`config.mk`:
```
export PLATFORM = sky130hd
export DESIGN_NAME = iomem_dma_flat
export DESIGN_NICKNAME = d
export VERILOG_FILES = /design/src/rtl/iomem_pkg.sv /design/src/rtl/iomem_dma_if.sv /design/src/rtl/iomem_master_port.sv /design/src/rtl/iomem_dma.sv /design/src/flat_wrapper.sv
export SDC_FILE = /design/constraint.sdc
export NUM_CORES = 1
export LEC_CHECK = 0
export CORE_MARGIN = 4
export CORE_UTILIZATION = 40
export DETAILED_ROUTE_END_ITERATION = 12
export PLACE_DENSITY = 0.77
export SLEW_MARGIN = 40
export SYNTH_ARGS = -nofsm -noshare
export SYNTH_HDL_FRONTEND = slang
export SYNTH_SLANG_ARGS = --single-unit
```
`constraint.sdc`:
```
create_clock -name clk -period 2.6 [get_ports clk]
set_input_delay 0.39 -clock clk [delete_from_list [all_inputs] [get_ports clk]]
set_output_delay 0.39 -clock clk [all_outputs]
set_load 0.01 [all_outputs]
```
`src/rtl/iomem_pkg.sv`:
```
// Shared definitions for the iomem word-copy DMA: widths, FSM states, strobe
// constants, the single-transaction request payload and an address helper.
// No ports (package).
package iomem_pkg;

  localparam int unsigned ADDR_W    = 32;
  localparam int unsigned DATA_W    = 32;
  localparam int unsigned STRB_W    = 4;
  localparam int unsigned ADDR_STEP = 4;

  localparam logic [STRB_W-1:0] WSTRB_READ = 4'h0;
  localparam logic [STRB_W-1:0] WSTRB_WORD = 4'hF;

  typedef enum logic [2:0] {
    IDLE,
    RD,
    RD_GAP,
    WR,
    WR_GAP,
    FIN
  } dma_state_t;

  // Payload loaded into the bus master when a transaction is launched.
  typedef struct packed {
    logic [ADDR_W-1:0] addr;
    logic [DATA_W-1:0] wdata;
    logic [STRB_W-1:0] wstrb;
  } iomem_req_t;

  // Clear the byte-offset bits; the bus only ever sees word addresses.
  function automatic logic [ADDR_W-1:0] word_addr(input logic [ADDR_W-1:0] a);
    return a & ~ADDR_W'(3);
  endfunction

endpackage

```
`src/rtl/iomem_dma_if.sv`:
```
// iomem bus bundle (PicoRV32-style valid/ready memory port).
// Signals: valid, ready, wstrb[3:0] (0 = read), addr[31:0], wdata[31:0], rdata[31:0].
// Modports: master (initiator side), slave (responder side).
interface iomem_dma_if;
  import iomem_pkg::*;

  logic              valid;
  logic              ready;
  logic [STRB_W-1:0] wstrb;
  logic [ADDR_W-1:0] addr;
  logic [DATA_W-1:0] wdata;
  logic [DATA_W-1:0] rdata;

  modport master (
    output valid, wstrb, addr, wdata,
    input  ready, rdata
  );

  modport slave (
    input  valid, wstrb, addr, wdata,
    output ready, rdata
  );

endinterface

```
`src/rtl/iomem_master_port.sv`:
```
// Single-transaction iomem initiator: launches one read or write on 'start',
// holds the registered request stable until ready, then drops valid.
// Optional stall watchdog compiled in with IOMEM_DMA_TIMEOUT_EN.
// Ports:
//   clk, resetn       clock, synchronous active-low reset
//   start             launch a transaction with payload 'req' (only while idle)
//   req               address / write data / strobe for the transaction
//   ack_c             combinational: handshake completes on this edge
//   timeout_c         combinational: stall limit reached on this edge
//   bus               iomem master modport (valid/wstrb/addr/wdata registered)
module iomem_master_port
  import iomem_pkg::*;
#(
  parameter int unsigned TIMEOUT_CYCLES = 256
) (
  input  logic         clk,
  input  logic         resetn,
  input  logic         start,
  input  iomem_req_t   req,
  output logic         ack_c,
  output logic         timeout_c,
  iomem_dma_if.master  bus
);

  assign ack_c = bus.valid && bus.ready;

  // Request registers: loaded on launch, frozen until the handshake or timeout.
  always_ff @(posedge clk) begin
    if (!resetn) begin
      bus.valid <= 1'b0;
      bus.addr  <= '0;
      bus.wdata <= '0;
      bus.wstrb <= '0;
    end else if (start) begin
      bus.valid <= 1'b1;
      bus.addr  <= req.addr;
      bus.wdata <= req.wdata;
      bus.wstrb <= req.wstrb;
    end else if (ack_c || timeout_c) begin
      bus.valid <= 1'b0;
    end
  end

`ifdef IOMEM_DMA_TIMEOUT_EN
  localparam int unsigned CNT_W = (TIMEOUT_CYCLES > 1) ? $clog2(TIMEOUT_CYCLES) : 1;

  logic [CNT_W-1:0] stall_cnt;
  logic             stalled_c;

  assign stalled_c = bus.valid && !bus.ready;
  // The counter holds the number of stalled cycles already seen, so the
  // limit fires during the TIMEOUT_CYCLES-th consecutive stalled cycle.
  assign timeout_c = stalled_c && (stall_cnt == CNT_W'(TIMEOUT_CYCLES - 1));

  // Consecutive-stall counter; any non-stalled cycle restarts it.
  always_ff @(posedge clk) begin
    if (!resetn || !stalled_c || timeout_c) begin
      stall_cnt <= '0;
    end else begin
      stall_cnt <= stall_cnt + CNT_W'(1);
    end
  end
`else
  logic unused_timeout;

  assign unused_timeout = ^32'(TIMEOUT_CYCLES);
  assign timeout_c      = 1'b0;
`endif

endmodule

```
`src/rtl/iomem_dma.sv`:
```
// Word-copy DMA over the iomem bus: reads cmd_len words from cmd_src and
// writes each one to cmd_dst (incrementing, or fixed for a FIFO-style sink).
// Optional build macro: IOMEM_DMA_TIMEOUT_EN enables the per-transaction
// stall watchdog (abort with err); without it err is tied low.
// Ports:
//   clk, resetn                 clock, synchronous active-low reset
//   cmd_valid / cmd_ready       command handshake (ready only while idle)
//   cmd_src, cmd_dst            byte addresses, low two bits ignored
//   cmd_len, cmd_dst_fixed      word count; 1 = destination not incremented
//   busy                        high whenever a command is in progress
//   done, err                   one-cycle completion pulse; err marks a timeout
//   iomem                       iomem master modport
module iomem_dma
  import iomem_pkg::*;
#(
  parameter int unsigned LEN_W          = 16,
  parameter int unsigned TIMEOUT_CYCLES = 256
) (
  input  logic              clk,
  input  logic              resetn,
  input  logic              cmd_valid,
  output logic              cmd_ready,
  input  logic [ADDR_W-1:0] cmd_src,
  input  logic [ADDR_W-1:0] cmd_dst,
  input  logic [LEN_W-1:0]  cmd_len,
  input  logic              cmd_dst_fixed,
  output logic              busy,
  output logic              done,
  output logic              err,
  iomem_dma_if.master       iomem
);

  dma_state_t        state;
  dma_state_t        next_state;

  logic [ADDR_W-1:0] src_q;
  logic [ADDR_W-1:0] dst_q;
  logic [LEN_W-1:0]  remain_q;
  logic              fixed_q;
  logic [DATA_W-1:0] rd_data_q;

  logic              accept_c;
  logic              start;
  iomem_req_t        req;
  logic              ack_c;
  logic              timeout_c;

  assign accept_c = cmd_valid && cmd_ready;

  iomem_master_port #(
    .TIMEOUT_CYCLES (TIMEOUT_CYCLES)
  ) u_port (
    .clk       (clk),
    .resetn    (resetn),
    .start     (start),
    .req       (req),
    .ack_c     (ack_c),
    .timeout_c (timeout_c),
    .bus       (iomem)
  );

  // State register.
  always_ff @(posedge clk) begin
    if (!resetn) begin
      state <= IDLE;
    end else begin
      state <= next_state;
    end
  end

  // Next state and transaction launch; a launch is issued on every entry
  // into RD or WR so the port's registers are valid in the first bus cycle.
  always_comb begin
    next_state = state;
    start      = 1'b0;
    req        = '{addr: src_q, wdata: rd_data_q, wstrb: WSTRB_READ};

    unique case (state)
      IDLE: begin
        if (accept_c) begin
          if (cmd_len == '0) begin
            next_state = FIN;
          end else begin
            next_state = RD;
            start      = 1'b1;
            req.addr   = word_addr(cmd_src);
          end
        end
      end
      RD: begin
        if (timeout_c) begin
          next_state = FIN;
        end else if (ack_c) begin
          next_state = RD_GAP;
        end
      end
      RD_GAP: begin
        next_state = WR;
        start      = 1'b1;
        req.addr   = dst_q;
        req.wstrb  = WSTRB_WORD;
      end
      WR: begin
        if (timeout_c) begin
          next_state = FIN;
        end else if (ack_c) begin
          next_state = WR_GAP;
        end
      end
      WR_GAP: begin
        if (remain_q != '0) begin
          next_state = RD;
          start      = 1'b1;
        end else begin
          next_state = FIN;
        end
      end
      FIN: begin
        next_state = IDLE;
      end
      default: begin
        next_state = IDLE;
      end
    endcase
  end

  // Command latch, read-data capture and per-word pointer advance.
  always_ff @(posedge clk) begin
    if (!resetn) begin
      src_q     <= '0;
      dst_q     <= '0;
      remain_q  <= '0;
      fixed_q   <= 1'b0;
      rd_data_q <= '0;
    end else begin
      if (state == IDLE && accept_c) begin
        src_q    <= word_addr(cmd_src);
        dst_q    <= word_addr(cmd_dst);
        remain_q <= cmd_len;
        fixed_q  <= cmd_dst_fixed;
      end
      if (state == RD && ack_c) begin
        rd_data_q <= iomem.rdata;
      end
      if (state == WR && ack_c) begin
        remain_q <= remain_q - LEN_W'(1);
        src_q    <= src_q + ADDR_W'(ADDR_STEP);
        if (!fixed_q) begin
          dst_q <= dst_q + ADDR_W'(ADDR_STEP);
        end
      end
    end
  end

  // Status outputs registered from the next state so they line up with it.
  always_ff @(posedge clk) begin
    if (!resetn) begin
      cmd_ready <= 1'b0;
      busy      <= 1'b0;
      done      <= 1'b0;
    end else begin
      cmd_ready <= (next_state == IDLE);
      busy      <= (next_state != IDLE);
      done      <= (next_state == FIN);
    end
  end

`ifdef IOMEM_DMA_TIMEOUT_EN
  // A timeout always routes to FIN, so err lands together with done.
  always_ff @(posedge clk) begin
    if (!resetn) begin
      err <= 1'b0;
    end else begin
      err <= timeout_c;
    end
  end
`else
  assign err = 1'b0;
`endif

endmodule

```
`src/flat_wrapper.sv`:
```
// flat-port wrapper written by rule: the top's interface ports become plain ports
module iomem_dma_flat import iomem_pkg::*;
#(
  parameter int unsigned LEN_W          = 16,
  parameter int unsigned TIMEOUT_CYCLES = 256
)
  (clk, resetn, cmd_valid, cmd_ready, cmd_src, cmd_dst, cmd_len, cmd_dst_fixed, busy, done, err, iomem_valid, iomem_wstrb, iomem_addr, iomem_wdata, iomem_ready, iomem_rdata);
  iomem_dma_if iomem_i ();
  input  logic clk;
  input  logic resetn;
  input  logic cmd_valid;
  output logic cmd_ready;
  input  logic [ADDR_W-1:0] cmd_src;
  input  logic [ADDR_W-1:0] cmd_dst;
  input  logic [LEN_W-1:0] cmd_len;
  input  logic cmd_dst_fixed;
  output logic busy;
  output logic done;
  output logic err;
  output wire logic [$bits(iomem_i.valid)-1:0] iomem_valid;
  output wire logic [$bits(iomem_i.wstrb)-1:0] iomem_wstrb;
  output wire logic [$bits(iomem_i.addr)-1:0] iomem_addr;
  output wire logic [$bits(iomem_i.wdata)-1:0] iomem_wdata;
  input wire logic [$bits(iomem_i.ready)-1:0] iomem_ready;
  input wire logic [$bits(iomem_i.rdata)-1:0] iomem_rdata;
  assign iomem_valid = iomem_i.valid;
  assign iomem_wstrb = iomem_i.wstrb;
  assign iomem_addr = iomem_i.addr;
  assign iomem_wdata = iomem_i.wdata;
  assign iomem_i.ready = iomem_ready;
  assign iomem_i.rdata = iomem_rdata;
  iomem_dma #(.LEN_W(LEN_W), .TIMEOUT_CYCLES(TIMEOUT_CYCLES)) u_core (.clk(clk), .resetn(resetn), .cmd_valid(cmd_valid), .cmd_ready(cmd_ready), .cmd_src(cmd_src), .cmd_dst(cmd_dst), .cmd_len(cmd_len), .cmd_dst_fixed(cmd_dst_fixed), .busy(busy), .done(done), .err(err), .iomem(iomem_i));
endmodule
```
==> results_dict.tcl, run 1 <==
set metrics [dict create \
    period_share_pct 95.7 \
    synth_edf_count 0 \
    yosysTopAreaCell "dfxtp_1" \
    rsz0062_at_grt "no" \
    track_usage_pct 22.4 \
    hold_violations 0 \
    hold_buffers 0 \
    antenna_cells 0 \
    cts_tree "yes" \
    cap_violations 0 \
    die_w_um 157 \
    crit_fanout 26 \
    antenna_found_initial 0 \
    clk_pin_slew_worst_paths_ns 0.07 \
    synth_cells 1126 \
    nets 1416 \
    detail_route.wl_per_cell_um 17.8 \
    setup_viol 0 \
    synth_area_mm2 0.00892 \
    drive_gt1_share_pct 8.87 \
    worst-setup-path-type "flip-flop to flip-flop" \
    synth_seq_cells 183 \
    cpMaxStageDelayCell "nor3b_1" \
    cp-start-kind "flip-flop" \
    grt_pass1_vias 8567 \
    critPathMaxStageDelay_ns 0.38 \
    syn_area_per_cell_um2 7.92 \
    drc_errors 0 \
    path_cells "inv_1, ha_1, nor3b_1, nand4_1, o31ai_4, nor2b_4, buf_12, mux2i_1" \
    root_buffer "clkbuf_16" \
    drt-pass1-iter-count 6 \
    vias 9178 \
    async_flop_share_pct 0 \
    row_count 54 \
    place.gp.congestion 0.908 \
    period_needed_ns 2.49 \
    postCtsSetupRepairBufs 0 \
    grt_max_degree 60 \
    ctsResizeCount 0 \
    slew_viol_final 0 \
    grt_pass1_wl_um 44900 \
    yosys_warnings 0 \
    combPwrFrac_pct 12.7 \
    p_seq_share_pct 44.6 \
    grt.overflow.total 0 \
    tns_ns 0 \
    ys_types 75 \
    cts.sink_count 183 \
    status "completed" \
    die_y_um 157 \
    slew_headroom_pct 51.5 \
    portBuffers 184 \
    hp-class "input pin to flip-flop" \
    syn_nets 1246 \
    internal_power_mw 5.03 \
    synthFlopType "dfxtp_1" \
    dieArea_mm2 0.0248 \
    vias_per_cell 5.78 \
    powerDensity_mw_per_mm2 567 \
    p_leak_nw 4.23 \
    ir_drop_uv 331 \
    clock_skew_ns 0.0115 \
    power_switching_mw 1.70 \
    regArea_mm2 0.00366 \
    p_clk_share_pct 42.7 \
    cts_buffers 17 \
    start_util_pct 40.8 \
    yosysTopAreaCellShare_pct 41.1 \
    coreArea_mm2 0.0219 \
    synth.area.top_cells "dfxtp_1 41%, nand2_1 10%, mux2i_1 7.0%" \
    cts_buffer_depth 2 \
    ys_seq_area_share_pct 41.1 \
    max_freq_mhz 402 \
    worstSkewPairLatency_ns 0.43 \
    swShare_pct 25.3 \
    ios 190 \
    cp.arrival_ns 2.83 \
    dr.first_iter.drc_count 1031 \
    drt_wl_total_um 28300 \
    dp_hpwl_um 20200 \
    multiInputGateArea_mm2 0.00483 \
    total_power_mw 6.73 \
    htreeDepth 4 \
    cp-end-kind "flip-flop" \
    fillers 2040 \
    worstPathRequired_ns 2.94 \
    ant_nets 0 \
    worst_slew_pin_slew_ns 0.721 \
    area_growth_pct 33.1 \
]
-- per-layer routing --
layer | up-vias | track usage, % | share of wire, %
li1 | 4392 | - | -
met3 | 58 | 4.04 | 8.2
met1 | 4302 | 30.9 | 43
met2 | 426 | 35.2 | 46
met5 | - | 0 | 0
met4 | 0 | 8.03 | 2.9
-- per-stage QoR --
| stage | setup slack, ns | util (%) | area [um2] | hold slack (ns) | cells |
|---|---|---|---|---|---|
| final | 0.112 | 54.2 | 11900 | 0.278 | 1588 |
| after detailed placement | 0.0814 | 51.2 | 11200 | 0.445 | 1557 |
| after global routing | 0.0243 | 54.2 | 11900 | 0.281 | 1588 |
| after global placement | 0.116 | 51.2 | 11200 | 0.440 | 1557 |
| after CTS | 0.114 | 54.2 | 11900 | 0.260 | 1588 |
| after floorplan | 0.571 | - | 8920 | 0.435 | 1126 |
-- power groups by stage --
stage	Combinational (mW)	Clock, mW	Sequential [mW]
final	0.858	2.87	3.00
after global routing	0.920	3.02	3.01
after CTS	0.849	2.90	3.00
after detailed placement	0.845	0	3.06
after global placement	0.834	0	3.05
after floorplan	0.439	0	3.04
-- logic make-up (layout without fill, tap and decap cells) --
kind of cell / Yosys count / after routing / share of synthesized area, %
simple gates: 506 / 506 / 26.6
compound gates: 266 / 266 / 19.1
flops: 183 / 183 / 41.1
buf+inv: 100 / 282 / 5.17
mux: 66 / 66 / 7.50
fa+ha+maj: 3 / 3 / 0.421
other cells: 1 / 1 / 0.0420
xor+xnor: 1 / 1 / 0.0982
-- flip-flops by register name, indices dropped and copies added (netlist names) --
register,cells
u_core.rd_data_q,32
u_core.cmd_ready,1
u_core.dst_q,32
u_core.u_port.bus.wdata,32
u_core.u_port.bus.addr,32
u_core.u_port.bus.valid,1
u_core.state,3
u_core.fixed_q,1
u_core.u_port.bus.wstrb,1
u_core.done,1
u_core.busy,1
u_core.remain_q,16
u_core.src_q,30
-- cell type report --
type / count / area share, %
multi-input combinational: 843 / 40.7
inverter: 10 / 0.327
clock inverter: 13 / 1.81
timing repair buffer: 241 / 19.7
sequential: 183 / 30.9
tap: 280 / 2.95
clock buffer: 18 / 3.62
-- synthesized netlist by cell type (all sizes together) (4+ instances only) --
library cell	number
a211oi	5
a21oi	99
a221oi	4
a22oi	7
a311oi	4
a31oi	22
a32oi	6
and2	6
and3	16
and4	7
buf	28
clkbuf	61
dfxtp	183
inv	9
mux2	4
mux2i	62
nand2	238
nand3	33
nand4	21
nand4b	5
nor2	91
nor3	31
nor3b	4
nor4	20
o211ai	10
o21a	8
o21ai	43
o221ai	26
o22ai	4
o311ai	5
or3	12
or4	12
-- final timing paths --
kind                            slack, ns                                 endpoint  cells past startpoint                        startpoint
worst min-delay path                 0.28  u_core.u_port.bus.addr[30]$_SDFFE_PN0P_                      3                            resetn
worst min register to register       0.45  u_core.u_port.bus.wdata[3]$_SDFFE_PN0P_                      2  u_core.rd_data_q[3]$_SDFFE_PN0P_
worst max-delay path                 0.11  u_core.u_port.bus.wdata[0]$_SDFFE_PN0P_                      8   u_core.remain_q[0]$_SDFFE_PN0P_
worst max register to register       0.11  u_core.u_port.bus.wdata[0]$_SDFFE_PN0P_                      8   u_core.remain_q[0]$_SDFFE_PN0P_
-- cell usage in the layout (no fill, tap or decap), types with 6 or more instances in the layout --
master / instances
a31oi_1: 22
nand4_1: 20
o21ai_0: 43
nor2_1: 88
nor4_1: 19
or3_1: 12
a32oi_1: 6
a21oi_1: 98
inv_1: 9
mux2i_1: 62
clkdlybuf4s50_1: 183
buf_12: 6
buf_4: 52
nand2_1: 237
dfxtp_1: 183
and4_1: 7
and2_1: 6
o221ai_1: 26
o211ai_1: 10
nand3_1: 30
nor3_1: 28
clkbuf_16: 17
o21a_1: 8
a22oi_1: 7
or4_1: 9
and3_1: 16
-- worst max-delay path: cells and delay by family (launching register included) --
family | cells | cell delay (ns)
fa+ha+maj | 1 | 0.18
mux | 1 | 0.27
buf+inv | 2 | 0.29
compound gates | 1 | 0.33
simple gates | 3 | 0.96
flops | 1 | 0.34
Note: power is estimated with default switching activity, not from simulation.
==> inputs of run 2 (changes only) <==
Settings changed: CORE_ASPECT_RATIO set to 2, GPL_ROUTABILITY_DRIVEN set to 1.
==> run 2 against run 1 <==
Effect of this change: register-to-register slack improved by 0.11 ns; sequential cell count unchanged; sequential power about the same; highest routed layer unchanged; total power decreased by 4.7%; first-iteration DRC count decreased by 17%; largest power group unchanged; routed wire length increased by 7.2%.
==> results_dict.tcl, run 2 (synthesis gave the netlist of run 1 again) <==
set metrics [dict create \
    slew_viol_final 0 \
    vias_per_cell 5.90 \
    hp-class "input pin to flip-flop" \
    root_buffer "clkbuf_16" \
    die_w_um 114 \
    hold_buffers 0 \
    crit_fanout 32 \
    setup_ws_ns 0.226 \
    powerDensity_mw_per_mm2 541 \
    setup_viol 0 \
    grt.overflow.total 0 \
    worstPathRequired_ns 2.92 \
    clk_pin_slew_worst_paths_ns 0.07 \
    drc_errors 0 \
    portBuffers 184 \
    track_usage_pct 24.0 \
    cts_buffers 17 \
    row_count 77 \
    drive_gt1_share_pct 9.48 \
    drt-pass1-iter-count 6 \
    pre_cts_slack_ns 0.0443 \
    coreArea_mm2 0.0221 \
    status "completed" \
    cp-start-kind "flip-flop" \
    postCtsSetupRepairBufs 0 \
    ctsResizeCount 0 \
    period_needed_ns 2.37 \
    cts_buffer_depth 2 \
    rsz0062_at_grt "no" \
    grt_max_degree 54 \
    grt_pass1_vias 9403 \
    drt_wl_total_um 30400 \
    p_leak_nw 4.23 \
    cts_tree "yes" \
    start_util_pct 40.4 \
    max_freq_mhz 421 \
    worstSkewPairLatency_ns 0.45 \
    slew_headroom_pct 52.9 \
    worst-setup-path-type "flip-flop to flip-flop" \
    mostFrequentLayoutCell "nand2_1" \
    dr.first_iter.drc_count 854 \
    ir_drop_uv 464 \
    dieArea_mm2 0.0249 \
    cap_violations 0 \
    detail_route.wl_per_cell_um 19.0 \
    cp-end-kind "flip-flop" \
    dp_hpwl_um 22500 \
    ant_nets 0 \
    worst_slew_pin_slew_ns 0.706 \
    fillers 2040 \
    die_y_um 219 \
    place.gp.congestion 0.918 \
    antenna_found_initial 3 \
    tns_ns 0 \
    nets 1427 \
    cp.arrival_ns 2.69 \
    grt_pass1_wl_um 47400 \
    area_growth_pct 33.0 \
    clock_skew_ns 0.0137 \
    htreeDepth 4 \
    period_share_pct 91.3 \
    hold_violations 0 \
    most-common-layout-cells "237 x nand2_1, 183 x clkdlybuf4s50_1, 183 x dfxtp_1" \
    vias 9426 \
    ios 190 \
    cts.sink_count 183 \
]
run 2: changes by cell type in the layout (fill, tap and decap cells not counted), sizes merged:
cell,before,now
clkinv,3,7
inv,14,10
buf,58,69
bufinv,5,2
clkinvlp,1,2
clkbuf,18,19
diode,0,3
run 2: per-stage QoR:
step	util (%)	instances	total power [mW]	hold slack (ns)	area, um2
2_1_floorplan	-	1126	3.48	0.435	8920
3_3_place_gp	51.2	1564	3.92	0.439	11300
3_5_place_dp	51.2	1564	3.93	0.446	11300
4_1_cts	53.7	1594	6.45	0.403	11900
5_1_grt	53.8	1597	6.63	0.436	11900
6_report	53.8	1597	6.41	0.415	11900
run 2: power breakdown:
group | switching (mW) | total, mW | internal [mW]
Sequential | 0.114 | 3.01 | 2.90
Clock | 1.13 | 2.53 | 1.41
Combinational | 0.444 | 0.868 | 0.424
Total | 1.68 | 6.41 | 4.73
run 2: routing by layer:
| layer | share of wire (%) | track usage [%] | wire length [um] |
|---|---|---|---|
| met1 | 35 | 23.6 | 10500 |
| met2 | 52 | 42.9 | 15900 |
| met3 | 5.3 | 4.83 | 1600 |
| met4 | 8.0 | 19.3 | 2430 |
| met5 | 0 | 0 | 0 |
run 2: worst max-delay path, stage by stage, from the launching register on:
cell and delay, ns:
dfxtp_1 0.35, inv_1 0.07, ha_1 0.18, nor3b_1 0.37
nand4_1 0.30, o31ai_2 0.31, buf_4 0.19, nand3_2 0.08
buf_12 0.22, mux2i_1 0.16
run 2: path summary, 6_finish.rpt:
| path | endpoint | cells after the start | start | slack (ns) |
|---|---|---|---|---|
| max | u_core.u_port.bus.addr[28]$_SDFFE_PN0P_ | 9 | u_core.remain_q[0]$_SDFFE_PN0P_ | 0.23 |
| min | u_core.src_q[14]$_SDFFE_PN0P_ | 3 | resetn | 0.41 |
| max reg2reg | u_core.u_port.bus.addr[28]$_SDFFE_PN0P_ | 9 | u_core.remain_q[0]$_SDFFE_PN0P_ | 0.23 |
| min reg2reg | u_core.rd_data_q[15]$_SDFFE_PN0P_ | 2 | u_core.rd_data_q[15]$_SDFFE_PN0P_ | 0.45 |
run 2: area by class of cell:
| type | count | area [um2] | share of cell area, % |
|---|---|---|---|
| Multi-Input combinational cell | 843 | 4820 | 40.7 |
| Sequential cell | 183 | 3660 | 30.9 |
| Timing Repair Buffer | 252 | 2420 | 20.4 |
| Clock buffer | 19 | 433 | 3.65 |
| Tap cell | 276 | 345 | 2.91 |
| Clock inverter | 11 | 129 | 1.09 |
| Inverter | 10 | 38.8 | 0.327 |
| Antenna cell | 3 | 7.51 | 0.0633 |
==> inputs of run 3 (changes only) <==
Settings changed: CORE_UTILIZATION 40 to 45, PLACE_DENSITY 0.77 to 0.84.
==> run 3 against run 2 <==
Effect of this change: cell area hardly changed; fmax grew 1.1%; clock power decreased by 6%; critical path depth stayed put; total power shrank 2.0%; worst hold slack lost 0.11 ns; via count rose by 0.71%; combinational power rose by 2.4%; utilization increased by 7.2 points; sequential power about the same; sequential share of layout area barely moved; clock skew decreased by 0.00054 ns; critical endpoint is now u_core.u_port.bus.addr[15]$_SDFFE_PN0P_.
==> results_dict.tcl, run 3 (synthesis gave the netlist of run 1 again) <==
set metrics [dict create \
    worst_slew_pin_slew_ns 0.715 \
    die_w_um 108 \
    grt_max_degree 53 \
    place.gp.congestion 0.947 \
    root_buffer "clkbuf_16" \
    drt_wl_total_um 29800 \
    cp.arrival_ns 2.64 \
    ios 190 \
    coreArea_mm2 0.0195 \
    grt.overflow.total 0 \
    drt-pass1-iter-count 6 \
    track_usage_pct 26.2 \
    drive_gt1_share_pct 9.63 \
    design_area_mm2 0.0119 \
    power_switching_mw 1.72 \
    most-common-layout-cells "237 x nand2_1, 183 x clkdlybuf4s50_1, 183 x dfxtp_1" \
    cp-start-kind "flip-flop" \
    tns_ns 0 \
    cts_buffer_depth 2 \
    dieArea_mm2 0.0223 \
    dp_cells 1546 \
    hp-class "input pin to flip-flop" \
    fin_cells 1579 \
    drc_errors 0 \
    internal_power_mw 4.57 \
    dp_hpwl_um 22200 \
    vias_per_cell 6.01 \
    cp-end-kind "flip-flop" \
    fillers 1685 \
    min_path_cells 2 \
    final_core_util_pct 61.0 \
    ctsResizeCount 0 \
    p_leak_nw 4.24 \
    worst_r2r_path_depth 9 \
    max_freq_mhz 426 \
    worst-setup-path-type "flip-flop to flip-flop" \
    rsz0062_at_grt "no" \
    row_count 72 \
    cts_buffers 17 \
    hold_violations 0 \
    worstPathRequired_ns 2.89 \
    swShare_pct 27.3 \
    period_needed_ns 2.35 \
    status "completed" \
    ir_drop_uv 334 \
    clk_pin_slew_worst_paths_ns 0.07 \
    powerDensity_mw_per_mm2 529 \
    cts_tree "yes" \
    grt_pass1_wl_um 47100 \
    clock_skew_ns 0.0131 \
    antenna_found_initial 1 \
    portBuffers 184 \
    dr.first_iter.drc_count 980 \
    p_seq_share_pct 47.9 \
    start_util_pct 45.9 \
    worstSkewPairLatency_ns 0.43 \
    cap_violations 0 \
    combPwrFrac_pct 14.1 \
    grt_pass1_vias 9320 \
    nets 1426 \
    mostFrequentLayoutCell "nand2_1" \
    ant_nets 0 \
    p_clk_share_pct 38.0 \
    cts.sink_count 183 \
    detail_route.wl_per_cell_um 18.9 \
    dpl_cell_area_mm2 0.0113 \
    die_y_um 207 \
    setup_viol 0 \
    vias 9493 \
    crit_fanout 18 \
    hold_buffers 0 \
    slew_headroom_pct 51.9 \
    htreeDepth 4 \
    period_share_pct 90.3 \
    postCtsSetupRepairBufs 0 \
    slew_viol_final 0 \
    area_growth_pct 33.1 \
]
[run 3: cell types whose count changed in the layout (fill, tap and decap cells not counted)]
cell	change
bufinv_16	-2
clkbuf_1	-1
clkinv_4	-3
diode_2	-2
inv_6	+3
buf_4	-7
buf_12	+6
clkinvlp_4	+3
clkinv_2	+2
[run 3: worst paths after layout]
path,from,slack [ns],end
setup reg to reg,u_core.remain_q[0]$_SDFFE_PN0P_,0.25,u_core.u_port.bus.addr[15]$_SDFFE_PN0P_
setup / recovery,u_core.remain_q[0]$_SDFFE_PN0P_,0.25,u_core.u_port.bus.addr[15]$_SDFFE_PN0P_
hold reg to reg,u_core.rd_data_q[15]$_SDFFE_PN0P_,0.45,u_core.u_port.bus.wdata[15]$_SDFFE_PN0P_
hold / removal,resetn,0.31,u_core.src_q[9]$_SDFFE_PN0P_
[run 3: per-layer routing]
metal	routed length [um]	track usage, %	vias to the layer above
met5	0	0	-
met4	2320	18.4	0
met3	1660	3.49	149
met2	15600	47.2	495
met1	10200	27.2	4435
li1	-	-	4414
[run 3: layout make-up]
cell class	count	area, um2	share of cell area (%)
Timing Repair Buffer	251	2490	21.0
Sequential cell	183	3660	30.9
Clock inverter	14	101	0.853
Tap cell	259	324	2.73
Multi-Input combinational cell	843	4820	40.6
Antenna cell	1	2.50	0.0211
Inverter	10	38.8	0.327
Clock buffer	18	429	3.61
[run 3: power groups by stage]
stage | Clock [mW] | Combinational (mW) | Sequential, mW
6_report | 2.39 | 0.889 | 3.01
5_1_grt | 2.52 | 0.948 | 3.02
4_1_cts | 2.41 | 0.884 | 3.00
3_5_place_dp | 0 | 0.880 | 3.07
3_3_place_gp | 0 | 0.867 | 3.06
2_1_floorplan | 0 | 0.439 | 3.04
[run 3: worst max-delay path: stages, from the launching register on]
cell and delay [ns]:
dfxtp_1 0.35, inv_1 0.07, ha_1 0.18, nor3b_1 0.36
nand4_1 0.29, o31ai_2 0.29, buf_4 0.20, nand3_2 0.13
buf_12 0.21, mux2i_1 0.12
[run 3: stage by stage]
step           setup slack, ns  total power, mW  hold WS (ns)
2_1_floorplan            0.571             3.48         0.435
3_3_place_gp          -0.00878             3.93         0.440
3_5_place_dp           -0.0570             3.95         0.446
4_1_cts                  0.247             6.30         0.299
5_1_grt                 0.0468             6.49         0.300
6_report                 0.252             6.29         0.306
